**config.mk**
```make
export PLATFORM = sky130hd
export DESIGN_NAME = awg_cmd_decoder
export DESIGN_NICKNAME = d
export VERILOG_FILES = /design/src/rtl/awg_pkg.sv /design/src/rtl/awg_byte_timeout.sv /design/src/rtl/awg_cmd_decoder.sv
export SDC_FILE = /design/constraint.sdc
export NUM_CORES = 1
export LEC_CHECK = 0
export BUFFER_PORTS_ARGS = -buffer_cell sky130_fd_sc_hd__buf_4
export CAP_MARGIN = 20
export CORE_MARGIN = 5
export CORE_UTILIZATION = 55
export CTS_BUF_LIST = sky130_fd_sc_hd__clkbuf_8
export CTS_CLUSTER_DIAMETER = 50
export DETAILED_ROUTE_END_ITERATION = 6
export PLACE_DENSITY = 0.78
export SLEW_MARGIN = 30
export SYNTH_ARGS = -nofsm -noshare
export SYNTH_HDL_FRONTEND = slang
export SYNTH_SLANG_ARGS = --single-unit
```
**constraint.sdc**
```tcl
create_clock -name clk -period 2.4 [get_ports clk]
set_input_delay 0.24 -clock clk [delete_from_list [all_inputs] [get_ports clk]]
set_output_delay 0.24 -clock clk [all_outputs]
set_load 0.1 [all_outputs]
```
**src/rtl/awg_pkg.sv**
```systemverilog
// Shared definitions for the AWG command decoder and waveform generator:
// frame sync byte, command codes, waveform and decoder-state enums.
package awg_pkg;

    localparam logic [7:0] SYNC_BYTE = 8'hA5;

    localparam logic [7:0] CMD_WAVE  = 8'h01;
    localparam logic [7:0] CMD_FREQ  = 8'h02;
    localparam logic [7:0] CMD_AMP   = 8'h03;
    localparam logic [7:0] CMD_OFS   = 8'h04;
    localparam logic [7:0] CMD_APPLY = 8'h05;

    typedef enum logic [1:0] {
        WAVE_SINE     = 2'd0,
        WAVE_SQUARE   = 2'd1,
        WAVE_TRIANGLE = 2'd2,
        WAVE_SAWTOOTH = 2'd3
    } wave_t;

    typedef enum logic [2:0] {
        ST_IDLE = 3'd0,
        ST_CMD  = 3'd1,
        ST_DHI  = 3'd2,
        ST_DLO  = 3'd3,
        ST_CSUM = 3'd4
    } state_t;

    // Known command whose payload fits the target register.
    function automatic logic cmd_data_ok(input logic [7:0] cmd, input logic [15:0] data);
        logic ok;
        ok = 1'b0;
        case (cmd)
            CMD_WAVE:          ok = (data[15:2] == 14'd0);
            CMD_FREQ:          ok = 1'b1;
            CMD_AMP, CMD_OFS:  ok = (data[15:10] == 6'd0);
            CMD_APPLY:         ok = 1'b1;
            default:           ok = 1'b0;
        endcase
        return ok;
    endfunction

endpackage

```
**src/rtl/awg_byte_timeout.sv**
```systemverilog
// Inter-byte idle counter: clears on every byte, counts while a frame is open,
// saturates at TIMEOUT_CYCLES. A byte on the terminal-count cycle suppresses expiry.
module awg_byte_timeout #(
    parameter int TIMEOUT_CYCLES = 100000
) (
    input  logic clk,
    input  logic rst_n,
    input  logic clear,
    input  logic enable,
    output logic terminal,
    output logic expired
);

    localparam int CNT_W = (TIMEOUT_CYCLES < 1) ? 1 : $clog2(TIMEOUT_CYCLES + 1);
    localparam logic [CNT_W-1:0] CNT_MAX = CNT_W'(TIMEOUT_CYCLES);

    logic [CNT_W-1:0] count;

    always_ff @(posedge clk) begin
        if (!rst_n) begin
            count <= '0;
        end else if (clear || !enable) begin
            count <= '0;
        end else if (count != CNT_MAX) begin
            count <= count + CNT_W'(1);
        end
    end

    assign terminal = enable && (count == CNT_MAX);
    assign expired  = terminal && !clear;

endmodule

```
**src/rtl/awg_cmd_decoder.sv**
```systemverilog
// Frames 5-byte UART commands (A5 CMD DHI DLO CSUM), validates them at the
// checksum byte, writes shadow registers and commits them atomically on apply.
module awg_cmd_decoder
    import awg_pkg::*;
#(
    parameter int          TIMEOUT_CYCLES = 100000,
    parameter logic [1:0]  RST_WAVE       = 2'd0,
    parameter logic [15:0] RST_FREQ       = 16'd1000,
    parameter logic [9:0]  RST_AMP        = 10'd511,
    parameter logic [9:0]  RST_OFS        = 10'd512
) (
    input  logic        clk,
    input  logic        rst_n,
    input  logic [7:0]  uart_data,
    input  logic        data_valid,
    output logic [1:0]  waveform_type,
    output logic [15:0] frequency,
    output logic [9:0]  amplitude,
    output logic [9:0]  dc_offset,
    output logic        cfg_update,
    output logic        frame_ok,
    output logic        frame_err
);

    state_t      state, state_next;
    logic [7:0]  cmd_byte;
    logic [7:0]  dhi_byte;
    logic [7:0]  dlo_byte;
    logic [15:0] frame_data;
    logic        csum_match;
    logic        frame_good;

    wave_t       shadow_wave;
    logic [15:0] shadow_freq;
    logic [9:0]  shadow_amp;
    logic [9:0]  shadow_ofs;

    logic        tmo_terminal;
    logic        tmo_expired;

    logic        accept;
    logic        reject;
    logic        commit;

    awg_byte_timeout #(
        .TIMEOUT_CYCLES(TIMEOUT_CYCLES)
    ) u_timeout (
        .clk      (clk),
        .rst_n    (rst_n),
        .clear    (data_valid),
        .enable   (state != ST_IDLE),
        .terminal (tmo_terminal),
        .expired  (tmo_expired)
    );

    assign frame_data = {dhi_byte, dlo_byte};
    assign csum_match = (uart_data == (cmd_byte ^ dhi_byte ^ dlo_byte));
    assign frame_good = csum_match && cmd_data_ok(cmd_byte, frame_data);

    // Next state and the single-cycle decisions taken on this edge.
    always_comb begin
        state_next = state;
        accept     = 1'b0;
        reject     = 1'b0;
        commit     = 1'b0;
        if (tmo_expired) begin
            state_next = ST_IDLE;
            reject     = 1'b1;
        end else if (data_valid) begin
            case (state)
                ST_IDLE: if (uart_data == SYNC_BYTE) state_next = ST_CMD;
                ST_CMD:  state_next = ST_DHI;
                ST_DHI:  state_next = ST_DLO;
                ST_DLO:  state_next = ST_CSUM;
                ST_CSUM: begin
                    state_next = ST_IDLE;
                    if (frame_good) begin
                        accept = 1'b1;
                        commit = (cmd_byte == CMD_APPLY);
                    end else begin
                        reject = 1'b1;
                    end
                end
                default: state_next = ST_IDLE;
            endcase
        end
    end

    always_ff @(posedge clk) begin
        if (!rst_n) begin
            state <= ST_IDLE;
        end else begin
            state <= state_next;
        end
    end

    // Frame byte capture; contents are only meaningful once the frame reaches CSUM.
    always_ff @(posedge clk) begin
        if (data_valid) begin
            case (state)
                ST_CMD:  cmd_byte <= uart_data;
                ST_DHI:  dhi_byte <= uart_data;
                ST_DLO:  dlo_byte <= uart_data;
                default: ;
            endcase
        end
    end

    always_ff @(posedge clk) begin
        if (!rst_n) begin
            shadow_wave <= wave_t'(RST_WAVE);
            shadow_freq <= RST_FREQ;
            shadow_amp  <= RST_AMP;
            shadow_ofs  <= RST_OFS;
        end else if (accept) begin
            case (cmd_byte)
                CMD_WAVE: shadow_wave <= wave_t'(frame_data[1:0]);
                CMD_FREQ: shadow_freq <= frame_data;
                CMD_AMP:  shadow_amp  <= frame_data[9:0];
                CMD_OFS:  shadow_ofs  <= frame_data[9:0];
                default:  ;
            endcase
        end
    end

    // Active outputs move only together, on an accepted apply.
    always_ff @(posedge clk) begin
        if (!rst_n) begin
            waveform_type <= RST_WAVE;
            frequency     <= RST_FREQ;
            amplitude     <= RST_AMP;
            dc_offset     <= RST_OFS;
        end else if (commit) begin
            waveform_type <= shadow_wave;
            frequency     <= shadow_freq;
            amplitude     <= shadow_amp;
            dc_offset     <= shadow_ofs;
        end
    end

    always_ff @(posedge clk) begin
        if (!rst_n) begin
            frame_ok   <= 1'b0;
            frame_err  <= 1'b0;
            cfg_update <= 1'b0;
        end else begin
            frame_ok   <= accept;
            frame_err  <= reject;
            cfg_update <= commit;
        end
    end

endmodule
```
==> impl_metrics.yaml <==
timing:
  timing.hold.ws_ps: 42.4
  period_minus_slack_ps: 2240
  slew-limit-headroom: 0.639
  fmax_mhz: 446
  tns_ps: 0
  clock_skew_ps: 9.06
  drv_slew: 0
  hold_viol: 0
  finalCritPeriodShare: 0.935
  worstMarginPinSlew_ps: 541
  setup_viol: 0
detailed_routing:
  route.detailed.drc: 0
  antenna_left: 0
  vias: 3489
  drt_iter0_markers: 163
  avgRoutedWirePerCell_um: 15.2
  viasPerCell: 5.26
  routed_wl_um: 10100
  drt-pass1-iter-count: 4
grt:
  grt_remaining_overflow: 0
  track_usage: 0.189
  grt_pass1_wl_um: 16900
  grt_pass1_vias: 3507
  antenna_found_initial: 0
  grt_max_degree: 65
layout:
  finalNonFillerCells: 663
  final_util: 0.659
  area_growth_pct: 18.2
  layout.nets: 553
  num-fill-cells: 728
  insertedDiodeCount: 0
  drive_gt1_frac: 0.192
yosys:
  synthArstFlopShare: 0
  yosysWarnings: 0
  synthesis.nets: 491
  synth_top_area_frac: 0.389
  synth_edf_count: 24
  syn_inst: 478
  syn_area_sq_mm: 0.00510
  synth_cell_types: 39
  synth.avg_cell_area_sq_um: 10.7
  synthFlopType: "dfxtp_1"
  yosysSeqAreaShare: 0.530
  synth_seq_cells: 123
  yosysTopAreaCell: "dfxtp_1"
  synthTopCellsByArea: "dfxtp_1 39%, mux2i_1 15%, edfxtp_1 14%, nor2b_1 5.0%, nand2_1 5.0%"
pwr:
  power_density_mw_per_mm2: 639
  p_total_uw: 3850
  ir_worst_vdd_v: 0.000354
  leakage_uw: 0.00231
worst_setup_path:
  max_stage_delay_ps: 470
  cp-start-kind: "register"
  timing.critical_path.cells: "xnor3_1, mux2i_1, nor3b_2, nand4_2, or4_4, buf_8, mux2i_1"
  slowest_stage: "edfxtp_1"
  crit_path_end_kind: "register"
  critPathArrivalTime_ps: 2540
  path_max_fanout: 16
  cp_common_cell: "mux2i_1"
  required_ps: 2690
  crit_type: "reg2reg"
job:
  drv_cap: 0
place:
  dp_hpwl_um: 7090
  io_buffers: 51
  globalplace.congestion: 0.940
  dp.cells: 630
cts:
  clkSinkCount: 123
  clockRootBuffer: "clkbuf_8"
  htreeDepth: 4
  cts_buffer_depth: 2
  cts_tree: "done"
  hold_buffers: 0
  cts_buffers: 17
  clkLatencyLatePin_ps: 420
  path_clk_slew_ps: 70
floorplanning:
  boundaryPins: 52
  core_area_sq_mm: 0.00915
  dieArea_sq_mm: 0.0113
  die_w_um: 106
  start_util: 0.557
  chipHeight_um: 106
  rows: 35
worst_hold_path:
  worstHoldPathType: "in2reg"
run_status:
  outcome: "complete, no violations"
## metal layers
metal / share of wire / vias to the layer above / global-route usage
li1: - / 1751 / -
met1: 0.45 / 1672 / 0.238
met2: 0.50 / 59 / 0.313
met3: 0.040 / 7 / 0.0559
met4: 0.0076 / 0 / 0.0564
met5: 0 / - / 0
## metrics by stage
step	worst slack (ps)	instance area, sq um
finish	156	6030
global route	-4.65	6030
CTS	17.6	6000
detailed placement	8.64	5630
global placement	102	5630
floorplan	137	5100
## worst max-delay path: cells and delay by family, from the launching register on
family                 cells  cell delay, ps
flip-flops                 1             470
XOR/XNOR                   1             380
buffers and inverters      1             190
multiplexers               2             290
AND/OR/NAND/NOR            3             800
## report_power, final
group / switching, uW / total, uW / internal, uW
Sequential: 0.518 / 2100 / 2100
Combinational: 54.6 / 92.4 / 37.8
Clock: 751 / 1660 / 905
## worst paths after layout
check / slack (ps) / to / depth (start not counted) / start
setup / recovery: 160 / shadow_freq[9] / 7 / dhi_byte[2]
hold / removal: 40 / dlo_byte[7] / 1 / uart_data[7]
setup reg to reg: 160 / shadow_freq[9] / 7 / dhi_byte[2]
hold reg to reg: 460 / frequency[1] / 2 / frequency[1]
## what timing repair did
action / 4_1_cts / 5_1_grt
endpoints found under the setup margin: 4 / 43
gates resized for setup: 1 / 3
setup buffers: 0 / 2
pin swaps: 0 / 1
## registers in the layout, indices dropped and copies added, names as in the netlist
signal / count
frequency: 16
waveform_type: 2
dhi_byte: 8
dc_offset: 10
cmd_byte: 8
frame_err: 1
dlo_byte: 8
u_timeout.count: 17
shadow_amp: 10
shadow_wave: 2
amplitude: 10
shadow_freq: 16
frame_ok: 1
state: 3
cfg_update: 1
shadow_ofs: 10
## cell usage after synthesis (8+ instances only)
master / n
nor2b_1: 41
inv_1: 9
xnor2_1: 20
dfxtp_1: 99
nor3_1: 11
clkbuf_1: 13
xor2_1: 12
mux2i_1: 77
a21oi_1: 12
buf_2: 8
edfxtp_1: 24
nor2_1: 23
nand3_1: 9
nand2_1: 68
## cell usage in the layout, fill, tap and decap left out, drive strengths merged, types with 2 or more instances in the layout
cell type,instances
a21oi,12
and3,5
buf,67
clkbuf,21
clkinv,4
dfxtp,99
edfxtp,24
ha,2
inv,14
mux2i,77
nand2,68
nand2b,4
nand3,9
nand4,5
nor2,23
nor2b,41
nor3,11
nor3b,2
nor4,4
nor4b,4
nor4bb,2
o21ai,4
or3,5
or4,2
xnor2,20
xor2,12
## cell type report
| class | instances | area (sq um) | area share |
|---|---|---|---|
| Clock buffer | 21 | 289 | 0.0479 |
| Multi-Input combinational cell | 322 | 2270 | 0.376 |
| Inverter | 9 | 33.8 | 0.00560 |
| Tap cell | 111 | 139 | 0.0230 |
| Sequential cell | 123 | 2700 | 0.448 |
| Timing Repair Buffer | 67 | 523 | 0.0868 |
| Clock inverter | 10 | 73.8 | 0.0122 |
## kinds of logic after synthesis
group	Yosys count	share of synthesized area
and+or+nand+nor	190	0.202
DFF	123	0.530
muxes	78	0.153
xor gates and xnor gates	33	0.0594
buffers and inverters	33	0.0307
AOI/OAI and AO/OA	19	0.0199
adders and majority gates	2	0.00490
Note: power is estimated with default switching activity, not from simulation.
